==> src/rtl/pmt_pulse_conditioner.sv <==
// PMT discriminator front end: synchronise, reject short glitches, enforce a
// non-paralyzable dead time, emit one strobe per accepted photon, keep stats.
module pmt_pulse_conditioner #(
  parameter int unsigned SYNC_STAGES = 2,
  parameter int unsigned MIN_WIDTH   = 3,
  parameter int unsigned DEAD_TIME   = 8,
  parameter int unsigned CNT_WIDTH   = 32
) (
  input  logic                 clock_50_mhz,
  input  logic                 reset_n,
  input  logic                 PMT_in,
  input  logic                 enable,
  input  logic                 clear_stats,
  output logic                 pulse_strobe,
  output logic                 pmt_level,
  output logic [CNT_WIDTH-1:0] accepted_count,
  output logic [CNT_WIDTH-1:0] glitch_count,
  output logic [CNT_WIDTH-1:0] deadtime_count,
  output logic                 overflow
);

  localparam int unsigned WW = $clog2(MIN_WIDTH + 1);
  localparam int unsigned DW = (DEAD_TIME > 0) ? $clog2(DEAD_TIME + 1) : 1;
  localparam logic [WW-1:0] MinLast = WW'(MIN_WIDTH - 1);

  typedef enum logic [1:0] {StIdle, StQualify, StHigh, StDead} state_e;

  logic [SYNC_STAGES-1:0] sync_q;
  logic [SYNC_STAGES-1:0] sync_valid_q;
  logic                   s;
  logic                   s_prev_q;
  logic                   rise;
  state_e                 state_q;
  logic [WW-1:0]          width_q;
  logic [DW-1:0]          dead_q;
  logic                   inc_acc;
  logic                   inc_glitch;
  logic                   inc_dead;

  assign s         = sync_q[SYNC_STAGES-1];
  assign pmt_level = s;
  assign rise      = s & ~s_prev_q;

  // s_prev holds 1 until the synchroniser has filled, so a level already high
  // out of reset is not mistaken for a rising edge.
  always_ff @(posedge clock_50_mhz or negedge reset_n) begin
    if (!reset_n) begin
      sync_q       <= '0;
      sync_valid_q <= '0;
      s_prev_q     <= 1'b1;
    end else begin
      sync_q       <= {sync_q[SYNC_STAGES-2:0], PMT_in};
      sync_valid_q <= {sync_valid_q[SYNC_STAGES-2:0], 1'b1};
      s_prev_q     <= sync_valid_q[SYNC_STAGES-1] ? s : 1'b1;
    end
  end

  always_comb begin
    inc_acc    = 1'b0;
    inc_glitch = 1'b0;
    inc_dead   = 1'b0;
    if (enable) begin
      unique case (state_q)
        StIdle:    inc_acc = rise && (MIN_WIDTH == 1);
        StQualify: begin
          if (s) inc_acc = (width_q == MinLast);
          else   inc_glitch = 1'b1;
        end
        StDead:    inc_dead = rise;
        default:   ;
      endcase
    end
  end

  always_ff @(posedge clock_50_mhz or negedge reset_n) begin
    if (!reset_n) begin
      state_q      <= StIdle;
      width_q      <= '0;
      dead_q       <= '0;
      pulse_strobe <= 1'b0;
    end else begin
      pulse_strobe <= inc_acc;
      if (!enable) begin
        state_q <= StIdle;
      end else begin
        unique case (state_q)
          StIdle: begin
            if (rise) begin
              width_q <= WW'(1);
              state_q <= (MIN_WIDTH == 1) ? StHigh : StQualify;
            end
          end
          StQualify: begin
            if (!s) begin
              state_q <= StIdle;
            end else begin
              width_q <= width_q + 1'b1;
              if (inc_acc) state_q <= StHigh;
            end
          end
          StHigh: begin
            if (!s) begin
              if (DEAD_TIME == 0) begin
                state_q <= StIdle;
              end else begin
                dead_q  <= DW'(DEAD_TIME);
                state_q <= StDead;
              end
            end
          end
          StDead: begin
            // Rising edges here are only counted; they never reload dead_q.
            dead_q <= dead_q - 1'b1;
            if (dead_q == DW'(1)) state_q <= StIdle;
          end
          default: state_q <= StIdle;
        endcase
      end
    end
  end

  always_ff @(posedge clock_50_mhz or negedge reset_n) begin
    if (!reset_n) begin
      accepted_count <= '0;
      glitch_count   <= '0;
      deadtime_count <= '0;
      overflow       <= 1'b0;
    end else if (clear_stats) begin
      accepted_count <= '0;
      glitch_count   <= '0;
      deadtime_count <= '0;
      overflow       <= 1'b0;
    end else begin
      if (inc_acc) begin
        if (&accepted_count) overflow <= 1'b1;
        else                 accepted_count <= accepted_count + 1'b1;
      end
      if (inc_glitch) begin
        if (&glitch_count) overflow <= 1'b1;
        else               glitch_count <= glitch_count + 1'b1;
      end
      if (inc_dead) begin
        if (&deadtime_count) overflow <= 1'b1;
        else                 deadtime_count <= deadtime_count + 1'b1;
      end
    end
  end

endmodule
==> config.mk <==
export PLATFORM = sky130hd
export DESIGN_NAME = pmt_pulse_conditioner
export DESIGN_NICKNAME = d
export VERILOG_FILES = /design/src/rtl/pmt_pulse_conditioner.sv
export SDC_FILE = /design/constraint.sdc
export NUM_CORES = 1
export LEC_CHECK = 0
export CORE_MARGIN = 3
export CORE_UTILIZATION = 36
export CTS_BUF_LIST = sky130_fd_sc_hd__clkbuf_2
export DETAILED_ROUTE_END_ITERATION = 6
export SYNTH_ARGS = -nofsm -noshare
export SYNTH_HDL_FRONTEND = slang
export SYNTH_SLANG_ARGS = --single-unit
==> constraint.sdc <==
create_clock -name clock_50_mhz -period 2.8 [get_ports clock_50_mhz]
set_input_delay 0.7 -clock clock_50_mhz [delete_from_list [all_inputs] [get_ports clock_50_mhz]]
set_output_delay 0.7 -clock clock_50_mhz [all_outputs]
set_load 0.02 [all_outputs]
==> reports/summary.md, run 1 <==
The run finished with clean final reports. The top cell type by area accounts for 47.3% of the synthesized area. The detail route stage leaves a number of antenna-violating nets equal to 0.

The transition time at the pin with the least slew margin was 0.505 ns; the relative slew slack was 66.3%. The initial utilization of the core area, before any placement, comes to 37.6%. Setup violations remaining at the end of the flow were counted as 0. Sequential cells were found to cover 47.8% of the synthesized design area. I/O pin total: 104. The critical path is of the reg -> out type.

The time the final worst path needs with I/O delays and setup is 2.51 ns. sky130_fd_sc_hd__dfrtp_1 takes more of the synthesized area than any other cell. For the max-slew violation total from the final report, the log shows 0.

The run gives 0 ns as the setup TNS. The run gives 0 as the number of remaining DRC errors. The number of clock sinks is 111. During placement, the flow inserted port buffers numbering 103. The total overflow reported by the global router was 0; the largest vdd supply drop was 0.342 mV. The number of levels in the clock H-tree is 3, and the CTS buffer count is 9. TritonCTS built the clock tree.

From bottom edge to top edge, the die measures 133 um. Max-cap violations in this run came to 0. The share of final-layout standard cells stronger than drive strength 1 was 7.23%; the share of power burned in combinational logic was 6.3%. The maximum buffer depth of the clock tree is 2, and the achievable clock frequency is 0.399 GHz. For this block, the routed nets add up to 14700 um of wire.

Yosys mapped the design onto 54 distinct sky130hd cell types. The logs give 0.00246 W for the total power and 0.0371 ns for the post-route clock skew. The cell area after technology mapping is 5820 um^2. The post-layout net count was 740; the die boundary width was 133 um.

The areal power density over the cells was 340 nW/um^2. The run gives 5 as the length of the first detailed-routing pass in iterations. STA puts the critical path data required time at 2.10 ns.

The initial antenna violation count was 0. The switching share of power came out at 26.7%. The worst hold path startpoint was sync_valid_q[1]. The synthesized design contains 111 register bits. In the synthesized netlist the async set-or-reset flop fraction comes to 100%. In this design, the stage delay of the slowest critical-path cell is 0.66 ns. Category of the worst setup path launch point: a flop. A synthesized cell averages 9.40 um^2. For this run, the total global-route usage over all layers was measured as 17.0%. The area of the die came out at 17700 um^2.

The area overhead of the layout relative to synthesis was 24.5%. The worst-case hold slack came out at 0.358 ns. Traced cell by cell, the critical path runs through clkdlybuf4s50_1. The path class of the tightest hold or removal check is reg -> reg.

The wire length of the first global-routing pass is 25200 um, and the total via count after detailed routing is 4995. Ranked by total cell area, the synthesized netlist is headed by sky130_fd_sc_hd__dfrtp_1 47%, sky130_fd_sc_hd__xor2_1 8.4%, sky130_fd_sc_hd__nor2_1 6.3%. The tools report the type of destination of the critical path as a primary output. For this design the total switching power over the nets is 0.000659 W. Clock latency on the worst-skew pair, taken at its later pin, is 0.62 ns. For the number of global-route vias before repair, the log shows 5057. Setup repair after global routing left no endpoint under its margin. The average wire per standard cell is 15.6 um. The run gives 0.293 ns as the final worst setup slack.

The run gives 45 as the number of placement rows. Synthesis produced a netlist whose cell count is 619. The logs give 630 for the net count after synthesis and 2.87 nW for the static leakage power. The logs give 0.00180 W for the total internal power and 15500 um^2 for the area of the placeable core. The family with the most delay on the worst path is buffers and inverters.

The setup slack at placement was 0.0677 ns; the final cycle utilization of the critical path was 89.5%. The largest individual stage delay along the critical path comes from the cell sky130_fd_sc_hd__clkdlybuf4s50_1. Detailed placement ended at an HPWL of 10700 um. The share of total power in sequential cells was 67.8%.

The origin of the critical flop-to-flop path is glitch_count[0]. The tree is rooted in a sky130_fd_sc_hd__clkbuf_2. The synthesized design contains 0 enable-type register cells. The number of instances in the placed design is 928. The tools report the number of non-filler instances in the completed layout as 944.

Launch point of the worst path: sync_q[1]. The logs give 1.81 ns for the arrival time at the worst endpoint and 0 for the number of antenna cells inserted. The count of buffer and inverter cells on the critical path works out to 1. Per report_power, the clock group accounts for 25.9% of the total. At the end of routability-driven placement, the weighted congestion stood at 0.823.

The largest driver fanout on the critical path works out to 7. Entering global routing, the biggest net connects 60 pins. For the final hold violation count, the log shows 0.

The Yosys step of the flow raised 0 warnings. The detail-routed via count per cell was 5.29. For this block, the initial DRC count from the detailed router was 349. After clock tree synthesis, the clock-pin slew on the worst setup and hold paths is 0.28 ns. Most common flop cell mapped by yosys: sky130_fd_sc_hd__dfrtp_1.
## stage by stage
step	utilization (%)	cell area, um^2
after floorplan	-	5820
after global placement	46.2	7150
after detailed placement	46.2	7150
after CTS	46.8	7240
after global routing	46.8	7240
final	46.8	7240
## cell usage after synthesis, types with 3 or more instances
| cell | instances |
|---|---|
| sky130_fd_sc_hd__a21oi_1 | 17 |
| sky130_fd_sc_hd__a31oi_1 | 3 |
| sky130_fd_sc_hd__and2_1 | 8 |
| sky130_fd_sc_hd__and3_1 | 18 |
| sky130_fd_sc_hd__and4_1 | 11 |
| sky130_fd_sc_hd__clkbuf_1 | 17 |
| sky130_fd_sc_hd__dfrtp_1 | 110 |
| sky130_fd_sc_hd__ha_1 | 6 |
| sky130_fd_sc_hd__inv_1 | 12 |
| sky130_fd_sc_hd__nand2_1 | 41 |
| sky130_fd_sc_hd__nand3_1 | 42 |
| sky130_fd_sc_hd__nand4_1 | 49 |
| sky130_fd_sc_hd__nand4b_1 | 4 |
| sky130_fd_sc_hd__nor2_1 | 97 |
| sky130_fd_sc_hd__nor2b_1 | 3 |
| sky130_fd_sc_hd__nor3_1 | 13 |
| sky130_fd_sc_hd__nor4_1 | 12 |
| sky130_fd_sc_hd__o21ai_0 | 16 |
| sky130_fd_sc_hd__or2_2 | 4 |
| sky130_fd_sc_hd__or3_1 | 12 |
| sky130_fd_sc_hd__or4_1 | 4 |
| sky130_fd_sc_hd__xnor2_1 | 24 |
| sky130_fd_sc_hd__xor2_1 | 56 |
## final timing paths
check                                     end  slack, ns  cells past startpoint
max in group asynchronous  deadtime_count[25]       1.59                      3
min in group asynchronous  deadtime_count[14]       0.50                      2
setup / recovery                    pmt_level       0.29                      1
hold reg to reg                      s_prev_q       0.36                      1
setup reg to reg             glitch_count[12]       0.33                      7
hold / removal                       s_prev_q       0.36                      1
## placed cells by master (no fill, tap or decap), types with 3 or more instances in the layout
cell	count
sky130_fd_sc_hd__or2_2	4
sky130_fd_sc_hd__nor2b_1	3
sky130_fd_sc_hd__clkdlybuf4s50_1	101
sky130_fd_sc_hd__and4_1	11
sky130_fd_sc_hd__nand2_1	41
sky130_fd_sc_hd__or3_1	12
sky130_fd_sc_hd__dfrtp_1	110
sky130_fd_sc_hd__nor4_1	12
sky130_fd_sc_hd__nand4_1	49
sky130_fd_sc_hd__inv_1	12
sky130_fd_sc_hd__nor3_1	13
sky130_fd_sc_hd__and2_1	8
sky130_fd_sc_hd__or4_1	4
sky130_fd_sc_hd__ha_1	6
sky130_fd_sc_hd__a21oi_1	17
sky130_fd_sc_hd__nand4b_1	4
sky130_fd_sc_hd__o21ai_0	16
sky130_fd_sc_hd__and3_1	18
sky130_fd_sc_hd__clkbuf_2	11
sky130_fd_sc_hd__buf_4	17
sky130_fd_sc_hd__xnor2_1	24
sky130_fd_sc_hd__nor2_1	97
sky130_fd_sc_hd__a31oi_1	3
sky130_fd_sc_hd__nand3_1	42
sky130_fd_sc_hd__xor2_1	56
## final cells by class
type	count	area (um^2)
clock buffer	11	55.1
clock inverter	4	23.8
sequential	111	2780
tap	211	264
multi-input combinational	472	2880
fill	1496	8240
inverter	13	48.8
timing repair buffer	122	1190
## power by group through the flow
stage	combinational, W	sequential [W]	clock (W)
2_1_floorplan	0.0000831	0.00169	0
3_3_place_gp	0.000150	0.00169	0
3_5_place_dp	0.000159	0.00170	0
4_1_cts	0.000161	0.00167	0.000682
5_1_grt	0.000183	0.00168	0.000749
6_report	0.000156	0.00167	0.000638
## repair_timing
action | 4_1_cts | 5_1_grt
setup endpoints to repair | 0 | 0
setup buffers | 0 | 0
resized for setup | 0 | 0
hold buffers | 1 | 0
endpoints found under the hold margin | 27 | 0
## routing by layer
metal  share of wire (%)  global-route usage [%]  vias up
li1                    -                       -     2411
met1                  46                    22.9     2438
met2                  47                    28.2      132
met3                 5.3                    4.38       14
met4                0.95                    3.09        0
met5                   0                       0        -
## kinds of logic (layout without fill, tap and decap cells)
logic type	count (synthesis)	after routing	share of synthesized area, %
flip-flops	111	111	47.8
AO/OA/AOI/OAI	46	46	4.65
buffers and inverters	36	150	2.77
other	1	1	0.0645
XOR/XNOR	80	80	12.0
AND/OR/NAND/NOR	338	338	31.2
adder cells (fa/ha/maj)	6	6	1.29
multiplexers	1	1	0.194
## state kept, by name, summed over array words and instances (netlist names)
| register | count |
|---|---|
| accepted_count | 32 |
| deadtime_count | 32 |
| glitch_count | 32 |
| dead_q | 4 |
| state_q | 2 |
| sync_q | 2 |
| sync_valid_q | 2 |
| width_q | 2 |
| overflow | 1 |
| pulse_strobe | 1 |
| s_prev_q | 1 |
Power figures use the tool's default switching activity.
==> run 2: changes to the inputs <==
Settings changed: MAX_ROUTING_LAYER set to met4, SETUP_SLACK_MARGIN set to 0.1.
==> run 2 against run 1 <==
- first-iteration DRC count fell by 3.4%
- flip-flop and latch count is the same
- maximum frequency decreased by 0.44%
- largest power group unchanged
==> reports/summary.md, run 2 (same netlist as run 1, synthesis figures left out) <==
The worst path required time was 2.10 ns (about the same). The total detailed-routing wirelength is 14700 um (about the same), and the post-route clock skew is 0.0282 ns (was 0.0371 ns). The tools report the relative slew slack as 66.1% (was 66.3%). For the number of levels in the clock H-tree, the log shows 3 (unchanged). The final cycle utilization of the critical path was 89.9% (was 89.5%). The final hold violation count is 0 (unchanged), and the number of antenna cells inserted is 0 (unchanged). The logs give 104 (unchanged) for the I/O pin total and 45 (unchanged) for the number of placement rows. The type of the worst setup path was reg -> out (unchanged).

The share of final-layout standard cells stronger than drive strength 1 was 7.23% (unchanged). The total internal power is 0.00180 W (unchanged). Category of the worst setup path launch point: a flop (unchanged). The run gives 0.397 GHz (was 0.399 GHz) as the achievable clock frequency. The initial antenna violation count is 0 (unchanged), and the length of the first detailed-routing pass in iterations is 5 (unchanged). The die height is 133 um (unchanged), and the later-pin clock latency in the skew report is 0.61 ns (was 0.62 ns). The cell with the largest stage delay on the worst path is sky130_fd_sc_hd__clkdlybuf4s50_1 (unchanged). The tools report the post-layout utilization of the core as 46.8% (unchanged). The count of buffers from port buffering came out at 103 (unchanged). Clock slew at the register clock pins of the worst setup and hold paths: 0.28 ns (about the same). The run gives 15500 um^2 (unchanged) as the area of the placeable core. The tools report the pin count of the biggest net entering global routing as 60 (unchanged). The root buffer cell was sky130_fd_sc_hd__clkbuf_2 (unchanged). The number of clock sinks was 111 (unchanged); the instance area after placement was 7150 um^2 (unchanged). The slack of the worst reg-to-reg path came out at 0.31 ns (was 0.33 ns). The area overhead of the layout relative to synthesis was 24.5% (unchanged). For the CTS buffer count, the log shows 9 (unchanged). The area of the die was 17700 um^2 (unchanged); the number of fill cells was 1496 (unchanged). Most frequent cells in the layout: 110 x sky130_fd_sc_hd__dfrtp_1, 101 x sky130_fd_sc_hd__clkdlybuf4s50_1, 97 x sky130_fd_sc_hd__nor2_1, 56 x sky130_fd_sc_hd__xor2_1, 49 x sky130_fd_sc_hd__nand4_1 (unchanged).

The fraction of power consumed by the clock network is 25.9% (about the same), and the share of total power in sequential cells is 67.8% (about the same). Family with the most delay on the worst path: buffers and inverters (unchanged). The final worst setup slack was 0.282 ns (was 0.293 ns). The die boundary width is 133 um (unchanged), and the all-layer global routing usage is 17.5% (was 17.0%). The max capacitance violation total was 0 (unchanged); the post-layout net count was 740 (unchanged). The time the final worst path needs with I/O delays and setup is 2.52 ns (was 2.51 ns). The arrival time at the worst endpoint is 1.82 ns (was 1.81 ns). TritonCTS built the clock tree. The final design instance area without fill was 7240 um^2 (unchanged); the count of final setup violators was 0 (unchanged). Transition time at the pin with the least slew margin: 0.507 ns (was 0.505 ns). For the DRC marker count from the first detailed-route iteration, the log shows 337 (was 349).

Path type of the worst min-delay path: reg -> reg (unchanged). The run gives 5051 (was 5057) as the number of global-route vias before repair. Critical path cell sequence: clkdlybuf4s50_1 (unchanged). The maximum buffer depth of the clock tree was 2 (unchanged). Setup repair after global routing left no endpoint under its margin. The setup slack at placement is 0.0677 ns (unchanged).

The largest vdd supply drop came out at 0.342 mV (about the same). The average wire per standard cell is 15.6 um (about the same). The areal power density over the cells is 340 nW/um^2 (about the same), and the number of nets with antenna violations after routing is 0 (unchanged). The static leakage power is 2.87 nW (unchanged).

The run gives 0.000657 W (was 0.000659 W) as the total net switching power. The routability congestion estimate from global placement was 0.835 (was 0.823). The run finished with clean final reports.

The largest driver fanout on the critical path came out at 7 (unchanged). The detail-routed via count per cell was 5.29 (about the same); the number of gates resized after cts was 0 (unchanged). The run gives 0 (unchanged) as the total overflow reported by the global router. The count of buffer and inverter cells on the critical path is 1 (unchanged), and the number of remaining DRC errors is 0 (unchanged).

Total via count after detailed routing: 4991 (was 4995). Wire length of the first global-routing pass: 25200 um (about the same). The stage delay of the slowest cell on the critical path came out at 0.69 ns (was 0.66 ns).

The type of destination of the critical path was a primary output (unchanged). The switching share of power was 26.7% (about the same). Regs by FF count: accepted_count x32, deadtime_count x32, glitch_count x32 (unchanged).

For the share of power burned in combinational logic, the log shows 6.3% (about the same). For the max-slew violation total from the final report, the log shows 0 (unchanged). The tools report the total power as 0.00246 W (about the same). The total half-perimeter wirelength after legalization and detailed placement was 10700 um (unchanged).

The most common library cell in the layout ignoring fill and taps is sky130_fd_sc_hd__dfrtp_1 (unchanged). For the setup TNS, the log shows 0 ns (unchanged). The tools report the initial standard-cell utilization of the core as 37.6% (unchanged).
run 2: power groups by stage:
| stage | registers [W] | clock network [W] | logic, W |
|---|---|---|---|
| floorplan | 0.00169 | 0 | 0.0000831 |
| global placement | 0.00169 | 0 | 0.000150 |
| detailed placement | 0.00170 | 0 | 0.000159 |
| CTS | 0.00167 | 0.000682 | 0.000161 |
| global route | 0.00168 | 0.000747 | 0.000182 |
| finish | 0.00167 | 0.000636 | 0.000156 |
run 2: path summary, 6_finish.rpt:
path                                      endpoint  cells past startpoint             start
worst min register to register            s_prev_q                      1   sync_valid_q[1]
worst max register to register    glitch_count[12]                      7   glitch_count[0]
worst max-delay path              glitch_count[25]                      1  glitch_count[25]
worst min-delay path                      s_prev_q                      1   sync_valid_q[1]
max in group asynchronous       deadtime_count[25]                      3           reset_n
min in group asynchronous       deadtime_count[14]                      2           reset_n
run 2: cell type report:
type                    instances  area [um^2]  area share [%]
clock inverters                 4         23.8           0.328
multi-input cells             472         2880            39.7
flip-flops and latches        111         2780            38.4
repair buffers                122         1190            16.5
inverters                      13         48.8           0.674
clock buffers                  11         55.1           0.760
well taps                     211          264            3.65
run 2: metrics by stage:
stage               hold slack [ns]  cells
floorplan                     0.331    619
global placement              0.333    928
detailed placement            0.335    928
CTS                           0.371    944
global route                  0.378    944
finish                        0.358    944
run 2: worst reg2reg max path, delay by kind of cell, from the launching register on:
| family | cells | cell delay, ns |
|---|---|---|
| and+or+nand+nor | 5 | 1.52 |
| xor gates and xnor gates | 1 | 0.15 |
| adders and majority gates | 1 | 0.22 |
| DFF | 1 | 0.52 |
run 2: per-layer routing:
layer | track usage [%] | up-vias | part of all wire (%)
li1 | - | 2409 | -
met1 | 22.9 | 2438 | 46
met2 | 28.3 | 129 | 47
met3 | 4.31 | 15 | 5.0
met4 | 3.09 | 0 | 1.1
met5 | - | - | 0
run 2: timing repair:
action | CTS | global route
buffers inserted | 0 | 0
endpoints found under the hold margin | 27 | 0
hold buffers | 1 | 0
